<file path="src/rtl/skinny_sbox8_pini1_seq.sv">
// skinny_sbox8_pini1_seq: byte-serial sequencer feeding one shared masked SKINNY S-box over a two-share 128-bit state
module skinny_sbox8_pini1_seq #(
    parameter int SBOX_LAT = 4
) (
    input  logic         clk,
    input  logic         rst_n,
    input  logic         in_valid,
    output logic         in_ready,
    input  logic [127:0] in_s0,
    input  logic [127:0] in_s1,
    input  logic         rnd_valid,
    output logic         rnd_ready,
    input  logic [7:0]   rnd,
    output logic [7:0]   sb_si0,
    output logic [7:0]   sb_si1,
    output logic [7:0]   sb_r,
    input  logic [7:0]   sb_bo0,
    input  logic [7:0]   sb_bo1,
    output logic         out_valid,
    input  logic         out_ready,
    output logic [127:0] out_s0,
    output logic [127:0] out_s1,
    output logic         busy
);

    typedef enum logic [1:0] {IDLE, RND, EVAL, DONE} state_t;

    state_t       state_q, state_d;
    logic [127:0] st0_q, st1_q;
    logic [7:0]   sb_si0_q, sb_si1_q, sb_r_q;
    logic [3:0]   idx_q, lc_q;
    logic         lc_last;

    assign lc_last = lc_q == 4'(SBOX_LAT - 1);
    assign sb_si0  = sb_si0_q;
    assign sb_si1  = sb_si1_q;
    assign sb_r    = sb_r_q;

    // FSM state register
    always_ff @(posedge clk or negedge rst_n) begin
        if (!rst_n) state_q <= IDLE;
        else        state_q <= state_d;
    end

    // FSM next-state: a byte completes when the S-box has seen stable operands for SBOX_LAT cycles
    always_comb begin
        state_d = state_q;
        case (state_q)
            IDLE:    if (in_valid) state_d = RND;
            RND:     if (rnd_valid) state_d = EVAL;
            EVAL:    if (lc_last) state_d = (idx_q == 4'd15) ? DONE : RND;
            DONE:    if (out_ready) state_d = IDLE;
            default: state_d = IDLE;
        endcase
    end

    // FSM outputs; the state is only exposed while it is being offered
    always_comb begin
        in_ready  = state_q == IDLE;
        rnd_ready = state_q == RND;
        out_valid = state_q == DONE;
        busy      = state_q != IDLE;
        out_s0    = out_valid ? st0_q : '0;
        out_s1    = out_valid ? st1_q : '0;
    end

    // Datapath: shares stay in separate registers; S-box operands and mask change together only on a mask handshake
    always_ff @(posedge clk or negedge rst_n) begin
        if (!rst_n) begin
            st0_q    <= '0;
            st1_q    <= '0;
            sb_si0_q <= '0;
            sb_si1_q <= '0;
            sb_r_q   <= '0;
            idx_q    <= '0;
            lc_q     <= '0;
        end else begin
            if (state_q == IDLE && in_valid) begin
                st0_q <= in_s0;
                st1_q <= in_s1;
                idx_q <= '0;
            end
            if (state_q == RND && rnd_valid) begin
                sb_si0_q <= st0_q[7:0];
                sb_si1_q <= st1_q[7:0];
                sb_r_q   <= rnd;
                lc_q     <= '0;
            end
            if (state_q == EVAL) begin
                lc_q <= lc_q + 4'd1;
                if (lc_last) begin
                    st0_q <= {sb_bo0, st0_q[127:8]};
                    st1_q <= {sb_bo1, st1_q[127:8]};
                    idx_q <= idx_q + 4'd1;
                end
            end
        end
    end

endmodule
</file>
<file path="config.mk">
export PLATFORM = sky130hd
export DESIGN_NAME = skinny_sbox8_pini1_seq
export DESIGN_NICKNAME = d
export VERILOG_FILES = /design/src/rtl/skinny_sbox8_pini1_seq.sv
export SDC_FILE = /design/constraint.sdc
export NUM_CORES = 1
export LEC_CHECK = 0
export CAP_MARGIN = 30
export CORE_AREA = 2 2 220 222
export DETAILED_ROUTE_END_ITERATION = 12
export DIE_AREA = 0 0 222 224
export DONT_BUFFER_PORTS = 1
export SLEW_MARGIN = 20
export SYNTH_ARGS = -nofsm -noshare
export SYNTH_HDL_FRONTEND = slang
export SYNTH_SLANG_ARGS = --single-unit
</file>
<file path="constraint.sdc">
create_clock -name clk -period 1.7 [get_ports clk]
set_clock_uncertainty 0.1 [all_clocks]
set_input_delay 0.17 -clock clk [delete_from_list [all_inputs] [get_ports clk]]
set_output_delay 0.17 -clock clk [all_outputs]
set_load 0.01 [all_outputs]
</file>
==> flow_summary_export.csv <==
group,metric,value,unit
status,status,"complete, but fails checks",
setup_path,worstSetupStartpointType,"register",
yosys,synth_area,15400,um^2
final_layout,post-route-util,50.5,%
setup_path,crit_path_end_kind,"register",
yosys,synth_top_area_share,47.1,%
setup_path,cp-startpoint,"lc_q[0]$_DFFE_PN0P_",
detailed_routing,vias_per_cell,6.24,
global_routing,grt_max_degree,291,
clock_tree,cts_tree,"done",
timing,hold_violations,290,
clock_tree,clk_pin_slew,0.06,ns
timing,fin_ws,-0.364,ns
timing,maxSlewHeadroom,51.2,%
yosys,ys_ff_latch,290,
pwr,pwr_density_cell,1910,nW/um^2
yosys,ys.flop_type,"dfrtp_1",
setup_path,r2r_start,"lc_q[0]$_DFFE_PN0P_",
die,coreArea,47300,um^2
clock_tree,cts.root.buffer_cell,"clkbuf_16",
final_layout,nFillCells,4086,
clock_tree,clk_path_buf_depth,3,
timing,holdWs,-0.768,ns
final_layout,layout.cells.non_filler,2825,
pwr,intPower,25400,uW
die,rows,80,
timing,finalSetupViolations,548,
min_path,worstHoldPathType,"input pin to async pin",
placed_design,port_buffers,0,
yosys,ys_warn_count,0,
setup_path,required,2.01,ns
pwr,comb_power_share,50.8,%
pwr,p_clk_share,16.5,%
timing,max_freq,0.484,GHz
pwr,power_frac_seq,32.7,%
yosys,yosysUniqueCellTypes,33,
clock_tree,htree_num_levels,2,
clock_tree,numCtsBuffers,35,
global_routing,grt_pass1_vias,16476,
yosys,synth_area_leaders,"dfrtp_1, nand2_1, and3_1",
job,max_cap_violations,0,
setup_path,cp.arrival,2.38,ns
global_routing,grt_use_total,25.3,%
die,io_pins,569,
final_layout,area_growth,55.4,%
pwr,p_leak,0.0105,uW
yosys,yosysSeqAreaShare,47.1,%
global_routing,grt_overflow,0,
clock_tree,cts_hold_buf,283,
setup_path,reg2regPathDepth,6,
yosys,syn_area_per_cell,8.33,um^2
yosys,synth_top_area_cell,"dfrtp_1",
pwr,power,45800,uW
setup_path,path_class,"register to register",
final_layout,drive_gt1_share,24.0,%
detailed_routing,drc,0,
placed_design,placedCellCount,2382,
clock_tree,clk_latency,0.53,ns
detailed_routing,wl_per_cell,27.6,um
status,violations,"hold timing, setup timing",
yosys,synth-edff-count,0,
final_layout,nets,2470,
detailed_routing,first_pass_iters,6,
global_routing,grt_pass1_wl,99.2,mm
die,fp.dieH,224,um
timing,slew_viol_final,0,
timing,tightest_slew,0.732,ns
global_routing,antenna_found_initial,8,
placed_design,dp_hpwl,40.4,mm
yosys,async_reset_ff_share,100,%
die,die-area,49700,um^2
yosys,syn_nets,2135,
die,die_x,222,um
placed_design,gp_congestion,0.898,
detailed_routing,first_iter_violations,1948,
die,initial_core_util,32.5,%
clock_tree,cts_sinks,290,
detailed_routing,drt_wl_total,77.9,mm
pwr,vdd_drop_max,0.00100,V
timing,rsz0062_at_grt,"yes",
timing,period_minus_slack,2.06,ns
yosys,netlist_instances,1848,
pwr,p_sw_share,44.5,%
placed_design,pre_cts_ws,-0.259,ns
detailed_routing,routed-via-count,17638,
detailed_routing,ant_nets,0,
setup_path,crit_fanout,8,
timing,period_share,121,%
pwr,switching_power,20400,uW
[registers in the layout, indices dropped and copies added (netlist names)]
name     count
st0_q      128
sb_si1       8
lc_q         4
st1_q      128
sb_si0       8
idx_q        4
sb_r         8
state_q      2
[stage by stage]
| step | setup TNS [ns] | instance area [um^2] |
|---|---|---|
| finish | -151.69 | 23900 |
| detailed placement | -46.28 | 16700 |
| floorplan | -14.39 | 15600 |
| global route | -175.80 | 23900 |
| global placement | -35.62 | 16700 |
| CTS | -134.88 | 21600 |
[cell usage after synthesis, types with 2 or more instances]
master	count
mux2_2	5
or3b_1	2
buf_4	3
nor3_1	256
and3_1	257
ha_1	2
a311oi_1	3
a31oi_1	256
nand2b_1	3
mux2_4	19
nor2_1	4
nand2_1	517
o211ai_1	3
dfrtp_1	290
nand3_1	2
a21oi_1	6
buf_6	26
inv_1	2
o21ai_0	4
clkbuf_1	91
buf_2	84
mux2i_1	2
[cell usage in the layout (no fill, tap or decap), drive strengths merged, types with 6 or more instances in the layout]
cell type      n
diode          7
dlygate4sd3  283
a21oi          6
clkbuf        85
nand2        518
dfrtp        290
mux2          24
a31oi        256
buf          179
nor3         257
and3         257
[power groups by stage]
stage	registers, uW	clock network, uW	logic, uW
CTS	14300	7640	18200
global placement	14200	0	14900
floorplan	12500	0	11300
detailed placement	14300	0	15300
global route	15200	7900	24500
finish	15000	7560	23300
[metal layers]
layer	wire (um)	track usage [%]	part of all wire (%)
met5	13	0	0.017
met4	4740	13.2	6.1
met3	7960	5.68	10
met2	36200	41.5	46
met1	29000	31.2	37
[logic make-up (layout without fill, tap and decap cells)]
kind of cell               count (synthesis)  after routing  share of synthesized area [%]
and+or+nand+nor                         1048           1050                           32.1
DFF                                      290            290                           47.1
muxes                                     26             26                           2.35
other                                      0              7                              0
buffers and inverters                    207            560                           7.07
AOI/OAI and AO/OA                        275            275                           11.2
adders and majority gates                  2              2                          0.162
[final cells by class]
type / count / area, um^2 / area share [%]
Multi-Input combinational cell: 1353 / 8390 / 35.1
Sequential cell: 290 / 7260 / 30.4
Timing Repair Buffer: 501 / 6370 / 26.6
Clock buffer: 48 / 1010 / 4.21
Tap cell: 615 / 769 / 3.22
Clock inverter: 9 / 100 / 0.418
Antenna cell: 7 / 17.5 / 0.0732
Inverter: 2 / 11.3 / 0.0471
[worst paths after layout]
path / slack (ns) / endpoint
worst max register to register: -0.36 / st0_q[77]$_DFF_PN0_
worst min register to register: 0.42 / idx_q[3]$_DFF_PN0_
min in group clk: 0.14 / st0_q[120]$_DFF_PN0_
max in group asynchronous: 1.64 / st1_q[125]$_DFF_PN0_
worst max-delay path: -0.36 / st0_q[77]$_DFF_PN0_
worst min-delay path: -0.77 / st0_q[79]$_DFF_PN0_
[worst max-delay path, cell delays in order, from the launching register on]
cell	delay, ns
dfrtp_1	0.43
ha_4	0.21
or3b_4	0.51
buf_6	0.18
clkbuf_16	0.17
nor3_1	0.26
a31oi_1	0.07
[what timing repair did]
action | 4_1_cts | 5_1_grt
endpoints found under the setup margin | 546 | 546
resized for setup | 134 | 204
gates cloned | 11 | 54
hold endpoints to repair | 560 | 290
pin swaps | 0 | 29
setup buffers | 8 | 24
(Power assumes the default switching activity.)
